**src/rtl/note_event_pkg.sv**
```systemverilog
// note_event_pkg
// Shared types for the note event tracker slice:
//   dur_t          - quantised note length code
//   track_state_t  - tracker FSM state
//   note_event_t   - {note, duration} record queued for the renderer
//   quantise_dur() - maps an eighth-tick count onto a duration code
package note_event_pkg;

    typedef enum logic [1:0] {
        DUR_EIGHTH  = 2'd0,
        DUR_QUARTER = 2'd1,
        DUR_HALF    = 2'd2,
        DUR_WHOLE   = 2'd3
    } dur_t;

    typedef enum logic {
        ST_IDLE  = 1'b0,
        ST_TRACK = 1'b1
    } track_state_t;

    localparam logic [5:0] REST_NOTE = 6'd0;

    typedef struct packed {
        logic [5:0] note;
        dur_t       dur;
    } note_event_t;

    // 1 -> eighth, 2..3 -> quarter, 4..7 -> half, 8+ -> whole.
    // A count of 0 never reaches here; such notes are dropped.
    function automatic dur_t quantise_dur(input logic [7:0] count);
        if (count >= 8'd8)
            return DUR_WHOLE;
        else if (count >= 8'd4)
            return DUR_HALF;
        else if (count >= 8'd2)
            return DUR_QUARTER;
        else
            return DUR_EIGHTH;
    endfunction

endpackage

```
**src/rtl/note_event_tracker_fifo.sv**
```systemverilog
// note_event_fifo
// Synchronous show-ahead FIFO of note_event_t records.
// Ports:
//   clk_in, rst_in  - clock, synchronous active-low reset
//   i_push, i_data  - write request and record
//   i_ready         - consumer accepts the head this cycle
//   o_valid, o_head - head valid and head record (zero while empty)
//   o_count         - occupancy 0..DEPTH
//   o_overflow      - sticky: a push was lost because the FIFO was full
module note_event_fifo
    import note_event_pkg::*;
#(
    parameter int DEPTH = 8
) (
    input  logic                       clk_in,
    input  logic                       rst_in,
    input  logic                       i_push,
    input  note_event_t                i_data,
    input  logic                       i_ready,
    output logic                       o_valid,
    output note_event_t                o_head,
    output logic [$clog2(DEPTH):0]     o_count,
    output logic                       o_overflow
);

    localparam int AW = $clog2(DEPTH);
    localparam logic [AW:0] DEPTH_C = (AW + 1)'(DEPTH);

    note_event_t     r_mem [DEPTH];
    logic [AW-1:0]   r_rd_ptr;
    logic [AW-1:0]   r_wr_ptr;
    logic [AW:0]     r_count;
    logic            r_overflow;

    logic            w_valid;
    logic            w_pop;
    logic            w_full;
    logic            w_wr;

    assign w_valid = (r_count != '0);
    assign w_pop   = w_valid && i_ready;
    assign w_full  = (r_count == DEPTH_C);
    // When full, a simultaneous pop frees the slot being written.
    assign w_wr    = i_push && (!w_full || w_pop);

    always_ff @(posedge clk_in) begin
        if (w_wr)
            r_mem[r_wr_ptr] <= i_data;
    end

    always_ff @(posedge clk_in) begin
        if (!rst_in) begin
            r_rd_ptr   <= '0;
            r_wr_ptr   <= '0;
            r_count    <= '0;
            r_overflow <= 1'b0;
        end else begin
            if (w_wr)
                r_wr_ptr <= r_wr_ptr + AW'(1);
            if (w_pop)
                r_rd_ptr <= r_rd_ptr + AW'(1);
            if (i_push && !w_wr)
                r_overflow <= 1'b1;
            case ({w_wr, w_pop})
                2'b10:   r_count <= r_count + (AW + 1)'(1);
                2'b01:   r_count <= r_count - (AW + 1)'(1);
                default: r_count <= r_count;
            endcase
        end
    end

    assign o_valid    = w_valid;
    assign o_head     = w_valid ? r_mem[r_rd_ptr] : '0;
    assign o_count    = r_count;
    assign o_overflow = r_overflow;

endmodule

```
**src/rtl/note_event_tracker.sv**
```systemverilog
// note_event_tracker
// Debounces the per-frame note index stream, measures each stable note in
// metronome eighth ticks, quantises the length and queues {note, duration}
// events for the score renderer.
// Ports:
//   clk_in, rst_in        - clk_m, synchronous active-low reset
//   note_in/note_valid_in - note index sample and its strobe (0 = rest)
//   eighth_tick_in        - metronome eighth-note strobe
//   flush_in              - close the current note and go idle
//   event_*               - show-ahead event FIFO head, valid/ready
//   current_note_out      - committed note
//   fifo_count_out        - FIFO occupancy
//   drop_out              - pulse: a note shorter than an eighth was dropped
//   overflow_out          - sticky: an event was lost to a full FIFO
module note_event_tracker
    import note_event_pkg::*;
#(
    parameter int STABLE_COUNT = 4,
    parameter int FIFO_DEPTH   = 8,
    parameter int MAX_EIGHTHS  = 8
) (
    input  logic       clk_in,
    input  logic       rst_in,
    input  logic [5:0] note_in,
    input  logic       note_valid_in,
    input  logic       eighth_tick_in,
    input  logic       flush_in,
    output logic       event_valid_out,
    input  logic       event_ready_in,
    output logic [5:0] event_note_out,
    output logic [1:0] event_dur_out,
    output logic [5:0] current_note_out,
    output logic [3:0] fifo_count_out,
    output logic       drop_out,
    output logic       overflow_out
);

    localparam int MW = $clog2(STABLE_COUNT + 1);
    localparam int EW = $clog2(MAX_EIGHTHS + 1);
    localparam logic [MW-1:0] STABLE_C = MW'(STABLE_COUNT);
    localparam logic [EW-1:0] MAX_C    = EW'(MAX_EIGHTHS);

    track_state_t  r_state;
    logic [5:0]    r_cand;
    logic [MW-1:0] r_match;
    logic [5:0]    r_current;
    logic [EW-1:0] r_eighths;
    logic          r_drop;

    logic          w_same;
    logic [5:0]    w_cand_next;
    logic [MW-1:0] w_match_next;
    logic          w_commit;
    logic          w_tick;
    logic [EW-1:0] w_n;
    logic          w_wrap;
    logic          w_close;
    logic          w_push;
    note_event_t   w_push_evt;
    note_event_t   w_head;
    logic [$clog2(FIFO_DEPTH):0] w_count;

    // Debounce: the commit fires only on the sample that reaches the
    // threshold, so a saturated count does not re-commit.
    assign w_same       = (note_in == r_cand);
    assign w_cand_next  = w_same ? r_cand : note_in;
    assign w_match_next = !w_same              ? MW'(1)  :
                          (r_match == STABLE_C) ? r_match : r_match + MW'(1);
    assign w_commit     = note_valid_in
                       && (w_match_next == STABLE_C)
                       && (!w_same || (r_match != STABLE_C))
                       && (w_cand_next != r_current);

    // A tick in the same cycle as a close is credited to the closing note.
    assign w_tick  = eighth_tick_in && (r_state == ST_TRACK);
    assign w_n     = r_eighths + EW'(w_tick);
    assign w_wrap  = (w_n == MAX_C);
    assign w_close = (r_state == ST_TRACK) && (flush_in || w_commit);

    // A wrap coinciding with a close collapses into the single close push.
    always_comb begin
        w_push          = 1'b0;
        w_push_evt.note = r_current;
        w_push_evt.dur  = DUR_WHOLE;
        if (w_close) begin
            w_push         = (w_n != '0);
            w_push_evt.dur = w_wrap ? DUR_WHOLE : quantise_dur(8'(w_n));
        end else if (w_wrap) begin
            w_push = 1'b1;
        end
    end

    always_ff @(posedge clk_in) begin
        if (!rst_in) begin
            r_state   <= ST_IDLE;
            r_cand    <= '0;
            r_match   <= '0;
            r_current <= REST_NOTE;
            r_eighths <= '0;
            r_drop    <= 1'b0;
        end else begin
            r_drop <= w_close && (w_n == '0);
            if (note_valid_in) begin
                r_cand  <= w_cand_next;
                r_match <= w_match_next;
            end
            case (r_state)
                ST_IDLE: begin
                    if (w_commit) begin
                        r_state   <= ST_TRACK;
                        r_current <= w_cand_next;
                        r_eighths <= '0;
                    end
                end
                ST_TRACK: begin
                    // flush wins; the commit is lost but the candidate stays
                    if (flush_in) begin
                        r_state   <= ST_IDLE;
                        r_current <= REST_NOTE;
                        r_eighths <= '0;
                    end else if (w_commit) begin
                        r_current <= w_cand_next;
                        r_eighths <= '0;
                    end else if (w_wrap) begin
                        r_eighths <= '0;
                    end else begin
                        r_eighths <= w_n;
                    end
                end
                default: r_state <= ST_IDLE;
            endcase
        end
    end

    note_event_fifo #(
        .DEPTH (FIFO_DEPTH)
    ) u_fifo (
        .clk_in     (clk_in),
        .rst_in     (rst_in),
        .i_push     (w_push),
        .i_data     (w_push_evt),
        .i_ready    (event_ready_in),
        .o_valid    (event_valid_out),
        .o_head     (w_head),
        .o_count    (w_count),
        .o_overflow (overflow_out)
    );

    assign event_note_out   = w_head.note;
    assign event_dur_out    = w_head.dur;
    assign current_note_out = r_current;
    assign fifo_count_out   = 4'(w_count);
    assign drop_out         = r_drop;

endmodule
```
**config.mk**
```make
export PLATFORM = sky130hd
export DESIGN_NAME = note_event_tracker
export DESIGN_NICKNAME = d
export VERILOG_FILES = /design/src/rtl/note_event_pkg.sv /design/src/rtl/note_event_tracker_fifo.sv /design/src/rtl/note_event_tracker.sv
export SDC_FILE = /design/constraint.sdc
export NUM_CORES = 1
export LEC_CHECK = 0
export BUFFER_PORTS_ARGS = -buffer_cell sky130_fd_sc_hd__buf_2
export CAP_MARGIN = 20
export CORE_MARGIN = 2
export CORE_UTILIZATION = 45
export DETAILED_ROUTE_END_ITERATION = 8
export HOLD_SLACK_MARGIN = 0.1
export PLACE_DENSITY = 0.67
export SETUP_SLACK_MARGIN = 0.02
export SYNTH_ARGS = -nofsm -noshare
export SYNTH_HDL_FRONTEND = slang
export SYNTH_SLANG_ARGS = --single-unit
```
**constraint.sdc**
```tcl
create_clock -name clk_in -period 4.65 [get_ports clk_in]
set_input_delay 0.465 -clock clk_in [delete_from_list [all_inputs] [get_ports clk_in]]
set_output_delay 0.465 -clock clk_in [all_outputs]
set_load 0.02 [all_outputs]
```
==> summary.txt, run 1 <==
Status
  – Status: finished clean

STA
  – RSZ-0062 raised after global routing: no
  – Final hold violation count: 0
  – Slew Limit Headroom: 47.5%
  – Max Clock Skew: 17.0 ps
  – Setup violators final: 0
  – Slew Limit Fails: 0
  – Tmin final: 3390 ps
  – Worst Tran Pin Value: 787 ps
  – FMAX: 0.295 GHz
  – Setup TNS: 0 ps
  – Final Cycle Share: 73.0%

Clock tree
  – CTS root buffer: clkbuf_8
  – Hold-fix buffers, CTS: 0
  – Num CTS Buffers: 9
  – Post-cts gate resize count: 0
  – Clock-pin transition on the worst setup and hold timing paths: 100 ps
  – Worst-Skew Late Latency: 360 ps
  – CTS Sinks: 99
  – Clock Tree Buf Depth: 2
  – Post-CTS setup buffer count: 0
  – H-tree Lvls: 3
  – TritonCTS clock tree: done

Detailed routing
  – DR vias: 2,524
  – Initial drt markers: 115
  – Routed WL per cell: 16.2 um
  – Drc violations: 0
  – DRT antenna net count: 0
  – Vias per inst: 5.23
  – DRT Pass-1 Iters: 4
  – WL final: 7820 um

Layout
  – Most common cell after layout, fill and taps aside: edfxtp_1
  – Multi-input combinational cell area: 1580 um^2
  – Nets: 370
  – Seq. cell area: 2620 um^2
  – Layout filler cell count: 823
  – Non-filler cells, final: 483
  – # diodes: 0
  – Share of layout cells above drive strength 1: 21.2%
  – Commonest cells after routing, fill and taps aside: edfxtp_1, nor2_1, dfxtp_1, buf_2, mux2i_1
  – Final core utilization: 51.7%
  – Synthesis-to-layout area growth: 10.7%

Worst setup path
  – CP arrival: 3650 ps
  – CP top delay family: compound AO/OA/AOI/OAI gates
  – Worst Path Buf+Inv: 1
  – Kind of critical path: reg -> reg
  – Largest fanout on the critical path: 11
  – CP max stage cell: dfxtp_1
  – Reg2reg path depth: 16
  – Crit path depth: 16
  – Critical Path End Type: flip-flop
  – Crit path cell chain: and2_1, ha_1, ha_1, xnor2_1, nand2_1, mux2_2, o31a_1, nand2_1, inv_1, ha_1, a21o_1, a21o_1, nand2_1, o21ai_0, a31oi_1, nand3_1
  – Largest stage delay, worst path: 410 ps
  – CP startpoint kind: flip-flop
  – CP required: 4900 ps

Logic synthesis
  – EDFF count, synth: 64
  – Mapped cell area: 4330 um^2
  – Synth area leader: edfxtp_1
  – Post-synthesis register bit count: 99
  – Most used DFF post-synth: edfxtp_1
  – Seq/Total Area, Yosys: 60.5%
  – Ranking of synthesized cells by area: edfxtp_1, dfxtp_1, mux4_2, mux2i_1, nor2_1
  – Ys Warns: 0
  – Avg Cell Area, Syn: 13.6 um^2
  – Mapped Nets: 339
  – Syn Inst Count: 318
  – Asr flop ratio synth: 0%
  – Post-synth top area share: 44.3%
  – Unique masters post-synth: 46

Power
  – Leak: 1.75 nW
  – Worst vdd ir: 0.000200 V
  – PwrDens: 318 nW/um^2

Hold path
  – Hold crit path type: in -> reg
  – Hold path depth: 3

Placement
  – Routability Congestion: 0.840
  – Post-DP HPWL: 5460 um
  – PortBufs: 32
  – Placed insts: 466

GRT
  – Vias in the first global route: 2,570
  – First-pass GRT wire length: 12,900 um
  – Initial antenna violation count: 0
  – Gr usage total: 16.4%
  – GRT overflow: 0
  – Largest net degree at the start of global routing: 21

Floorplan
  – Ports: 33
  – Die Area: 10,400 um^2
  – FP Rows: 35
  – Core area: 9280 um^2
  – Die Ht: 102 um
  – Starting density of the core: 46.7%
  – Width of the die: 102 um

Flow run
  – Max-cap violation count: 0
-- report_power, final --
| part | total [W] | switching, W | internal, W |
|---|---|---|---|
| Combinational | 0.0000554 | 0.0000315 | 0.0000239 |
| Clock | 0.000541 | 0.000327 | 0.000214 |
| Sequential | 0.000931 | 0.00000376 | 0.000928 |
-- cells in the mapped netlist, types with 2 or more instances --
library cell,count
ha_1,8
nand3_1,5
nor2b_1,6
nand2b_1,4
xnor2_1,11
and2_1,2
nor2_1,41
o21ai_0,7
mux4_2,16
buf_6,2
a21o_1,2
dfxtp_1,35
buf_4,6
a21oi_1,10
nand2_1,21
xor2_1,7
o32ai_1,2
clkbuf_1,5
inv_1,7
buf_1,2
mux2i_1,25
nand3b_1,3
edfxtp_1,64
nor3_1,5
-- flip-flops by register name, summed over array words and instances (netlist names), named ones only --
register           count
r_state                1
r_eighths              4
current_note_out       6
u_fifo.r_rd_ptr        3
r_match                3
u_fifo.r_mem          64
u_fifo.r_wr_ptr        3
drop_out               1
r_cand                 6
u_fifo.o_overflow      1
u_fifo.o_count         4
-- per-layer routing --
layer / vias up / GRT usage (%) / wire (um)
met3: 9 / 4.24 / 275
met5: - / 0 / 0
met1: 1230 / 21.9 / 3760
li1: 1230 / - / -
met4: 0 / 4.51 / 74
met2: 55 / 26.8 / 3710
-- final timing paths --
check	start	to	slack (ps)
setup / recovery	r_state	u_fifo.o_count[3]	1260
hold / removal	note_in[4]	current_note_out[4]	410
setup reg to reg	r_state	u_fifo.o_count[3]	1260
hold reg to reg	r_eighths[3]	r_eighths[3]	490
-- area by class of cell --
class                           instances  share of cell area (%)
Tap cell                              129                    3.36
Sequential cell                        99                    54.7
Clock inverter                          7                    1.67
Timing Repair Buffer                   36                    4.12
Clock buffer                            9                    2.58
Inverter                                8                   0.626
Multi-Input combinational cell        195                    33.0
-- worst min-delay path, delay by kind of cell --
| kind | cells | cell delay (ps) |
|---|---|---|
| mux | 1 | 70 |
| buf+inv | 1 | 130 |
| simple gates | 1 | 70 |
-- through the flow --
step                      hold slack, ps  total power [W]  setup slack (ps)  instance area (um^2)
after floorplan                      458         0.000988              1600                  4330
after global placement               470          0.00101              1290                  4580
after detailed placement             466          0.00101              1140                  4580
after CTS                            395          0.00154              1280                  4780
after global routing                 405          0.00159               978                  4800
final                                408          0.00153              1260                  4800
-- cell families (layout without fill, tap and decap cells) --
family	after synthesis	in the layout	synth area share [%]
buffers and inverters	24	60	2.97
multiplexers	42	42	14.3
AO/OA/AOI/OAI	30	30	5.08
XOR/XNOR	18	18	3.64
adder cells (fa/ha/maj)	9	9	2.77
flip-flops	99	99	60.5
AND/OR/NAND/NOR	96	96	10.7
(Power assumes the default switching activity.)
==> run 2, diff against run 1 <==
- PLACE_DENSITY: 0.67 -> 0.69
- clock period: 4.65 -> 2.7 ns (I/O delays scaled with it)
==> summary.txt, run 2 (same netlist as run 1, synthesis figures left out) <==
Detailed routing
  – Vias per inst: 5.23
  – DRT antenna net count: 0
  – DRT Pass-1 Iters: 4
  – Drc violations: 0
  – DR vias: 2,718
  – Routed WL per cell: 16.4 um
  – WL final: 8540 um
  – Initial drt markers: 80

Layout
  – Largest register FFs: 64
  – Most common cell after layout, fill and taps aside: edfxtp_1
  – Final core utilization: 56.4%
  – Share of layout cells above drive strength 1: 34.8%
  – # diodes: 0
  – Commonest cells after routing, fill and taps aside: edfxtp_1, buf_4, nor2_1, dfxtp_1, buf_2
  – Nets: 407
  – Biggest register: u_fifo.r_mem
  – Synthesis-to-layout area growth: 20.8%

Power
  – PwrDens: 500 nW/um^2
  – Switching part of the total: 23.5%
  – Worst vdd ir: 0.000370 V
  – Combinational power share: 4.1%
  – Leak: 1.94 nW
  – NetSw: 0.000617 W
  – Clock share of power: 34.8%
  – Cell internal pwr: 0.00200 W
  – Sequential Power Share: 61.2%

STA
  – Final hold violation count: 0
  – Final Cycle Share: 97.7%
  – Slew Limit Fails: 0
  – FMAX: 0.379 GHz
  – Hold slack: 211 ps
  – Slew Limit Headroom: 56.2%
  – RSZ-0062 raised after global routing: yes
  – Setup violators final: 0
  – Tmin final: 2640 ps
  – Worst Tran Pin Value: 651 ps
  – Max Clock Skew: 15.4 ps

GRT
  – First-pass GRT wire length: 13,700 um
  – Initial antenna violation count: 0
  – GRT overflow: 0
  – Gr usage total: 17.5%
  – Vias in the first global route: 2,696
  – Largest net degree at the start of global routing: 20

Worst setup path
  – CP required: 2950 ps
  – Critical Path End Type: flip-flop
  – Reg2reg end: u_fifo.o_count[3]
  – Crit path cell chain: and2_4, ha_4, ha_4, xnor2_4, nand2_2, mux2_4, o31a_1, nand2_1, inv_2, ha_4, a21o_1, a21o_1, nand2_1, o21ai_1, a31oi_1, nand3_1
  – CP most frequent cell: ha_4
  – Worst Path Buf+Inv: 1
  – Reg2Reg Setup Slack: 60 ps
  – Reg-to-Reg Start: r_state
  – CP max stage cell: dfxtp_2
  – CP startpoint kind: flip-flop
  – Largest stage delay, worst path: 330 ps
  – Kind of critical path: reg -> reg
  – Largest fanout on the critical path: 4
  – CP top delay family: compound AO/OA/AOI/OAI gates
  – CP arrival: 2880 ps
  – Reg2reg path depth: 16

Placement
  – Post-DP HPWL: 6010 um
  – PortBufs: 32
  – Routability Congestion: 0.757

Floorplan
  – Core area: 9280 um^2
  – Ports: 33
  – Die Area: 10,400 um^2
  – Width of the die: 102 um
  – Starting density of the core: 46.7%
  – Die Ht: 102 um
  – FP Rows: 35

Status
  – Status: finished clean

Clock tree
  – TritonCTS clock tree: done
  – CTS Sinks: 99
  – Num CTS Buffers: 9
  – H-tree Lvls: 3
  – CTS root buffer: clkbuf_8
  – Clock Tree Buf Depth: 2
  – Clock-pin transition on the worst setup and hold timing paths: 100 ps
  – Worst-Skew Late Latency: 370 ps

Hold path
  – Start point of the worst hold path: note_in[3]
  – Destination of the worst hold path: current_note_out[3]
  – Hold path depth: 3
  – Hold crit path type: in -> reg

Flow run
  – Max-cap violation count: 0
==> run 2: cell count changes in the layout (fill, tap and decap cells not counted), moves of 3 or more <==
cell | previous run | this run
dfxtp_2 | 0 | 3
buf_4 | 3 | 38
ha_4 | 0 | 4
nor2_1 | 41 | 36
dfxtp_1 | 35 | 32
ha_1 | 8 | 3
nor2_4 | 0 | 3
buf_12 | 0 | 3
==> run 2: worst max-delay path by stage <==
stage              startpoint  depth (start not counted)           endpoint
2_1_floorplan         r_state                         17  u_fifo.o_count[3]
3_3_place_gp   eighth_tick_in                         17  u_fifo.o_count[3]
3_5_place_dp   eighth_tick_in                         17  u_fifo.o_count[3]
4_1_cts               r_state                         14  u_fifo.o_count[1]
5_1_grt            r_match[0]                         15  u_fifo.o_count[3]
6_report              r_state                         16  u_fifo.o_count[3]
==> run 2: repair_timing <==
item	in CTS	in global routing
pin swaps	7	9
setup buffers	4	0
gates resized for setup	10	9
hold buffers	0	0
endpoints found under the setup margin	9	62
==> run 2: final cells by class <==
class                           count  area, um^2
Fill cell                         775        4050
Tap cell                          129         161
Multi-Input combinational cell    195        1720
Clock buffer                        9         124
Sequential cell                    99        2630
Timing Repair Buffer               73         505
Clock inverter                      7        68.8
Inverter                            8        30.0
==> run 2: metrics by stage <==
| stage | TNS [ps] | power [W] | instances | cell area, um^2 | setup slack, ps |
|---|---|---|---|---|---|
| 2_1_floorplan | -504 | 0.00170 | 318 | 4410 | -166 |
| 3_3_place_gp | -243 | 0.00174 | 502 | 4950 | -51.4 |
| 3_5_place_dp | -803 | 0.00174 | 502 | 4950 | -145 |
| 4_1_cts | 0 | 0.00264 | 522 | 5210 | 28.0 |
| 5_1_grt | -124 | 0.00271 | 520 | 5240 | -80.7 |
| 6_report | 0 | 0.00262 | 520 | 5240 | 63.4 |
==> run 2: worst reg2reg max path, stage by stage, from the launching register on <==
cell and delay, ps:
dfxtp_2 330, and2_4 140, ha_4 160, ha_4 170
xnor2_4 140, nand2_2 90, mux2_4 310, o31a_1 120
nand2_1 100, inv_2 60, ha_4 200, a21o_1 140
a21o_1 190, nand2_1 70, o21ai_1 60, a31oi_1 150
nand3_1 80
==> run 2: metal layers <==
| layer | share of wire, % | routed length, um | global-route usage (%) | vias up |
|---|---|---|---|---|
| met2 | 54 | 4570 | 31.4 | 57 |
| met5 | 0 | 0 | 0 | - |
| li1 | - | - | - | 1303 |
| met4 | 0.75 | 64 | 4.00 | 0 |
| met3 | 3.5 | 300 | 4.10 | 6 |
| met1 | 42 | 3600 | 21.5 | 1352 |
==> run 2: power groups by stage <==
stage / combinational (W) / sequential, W / clock, W
after floorplan: 0.0000649 / 0.00164 / 0
after global placement: 0.000101 / 0.00164 / 0
after detailed placement: 0.000103 / 0.00164 / 0
after CTS: 0.000105 / 0.00160 / 0.000931
after global routing: 0.000117 / 0.00160 / 0.000990
final: 0.000106 / 0.00160 / 0.000911
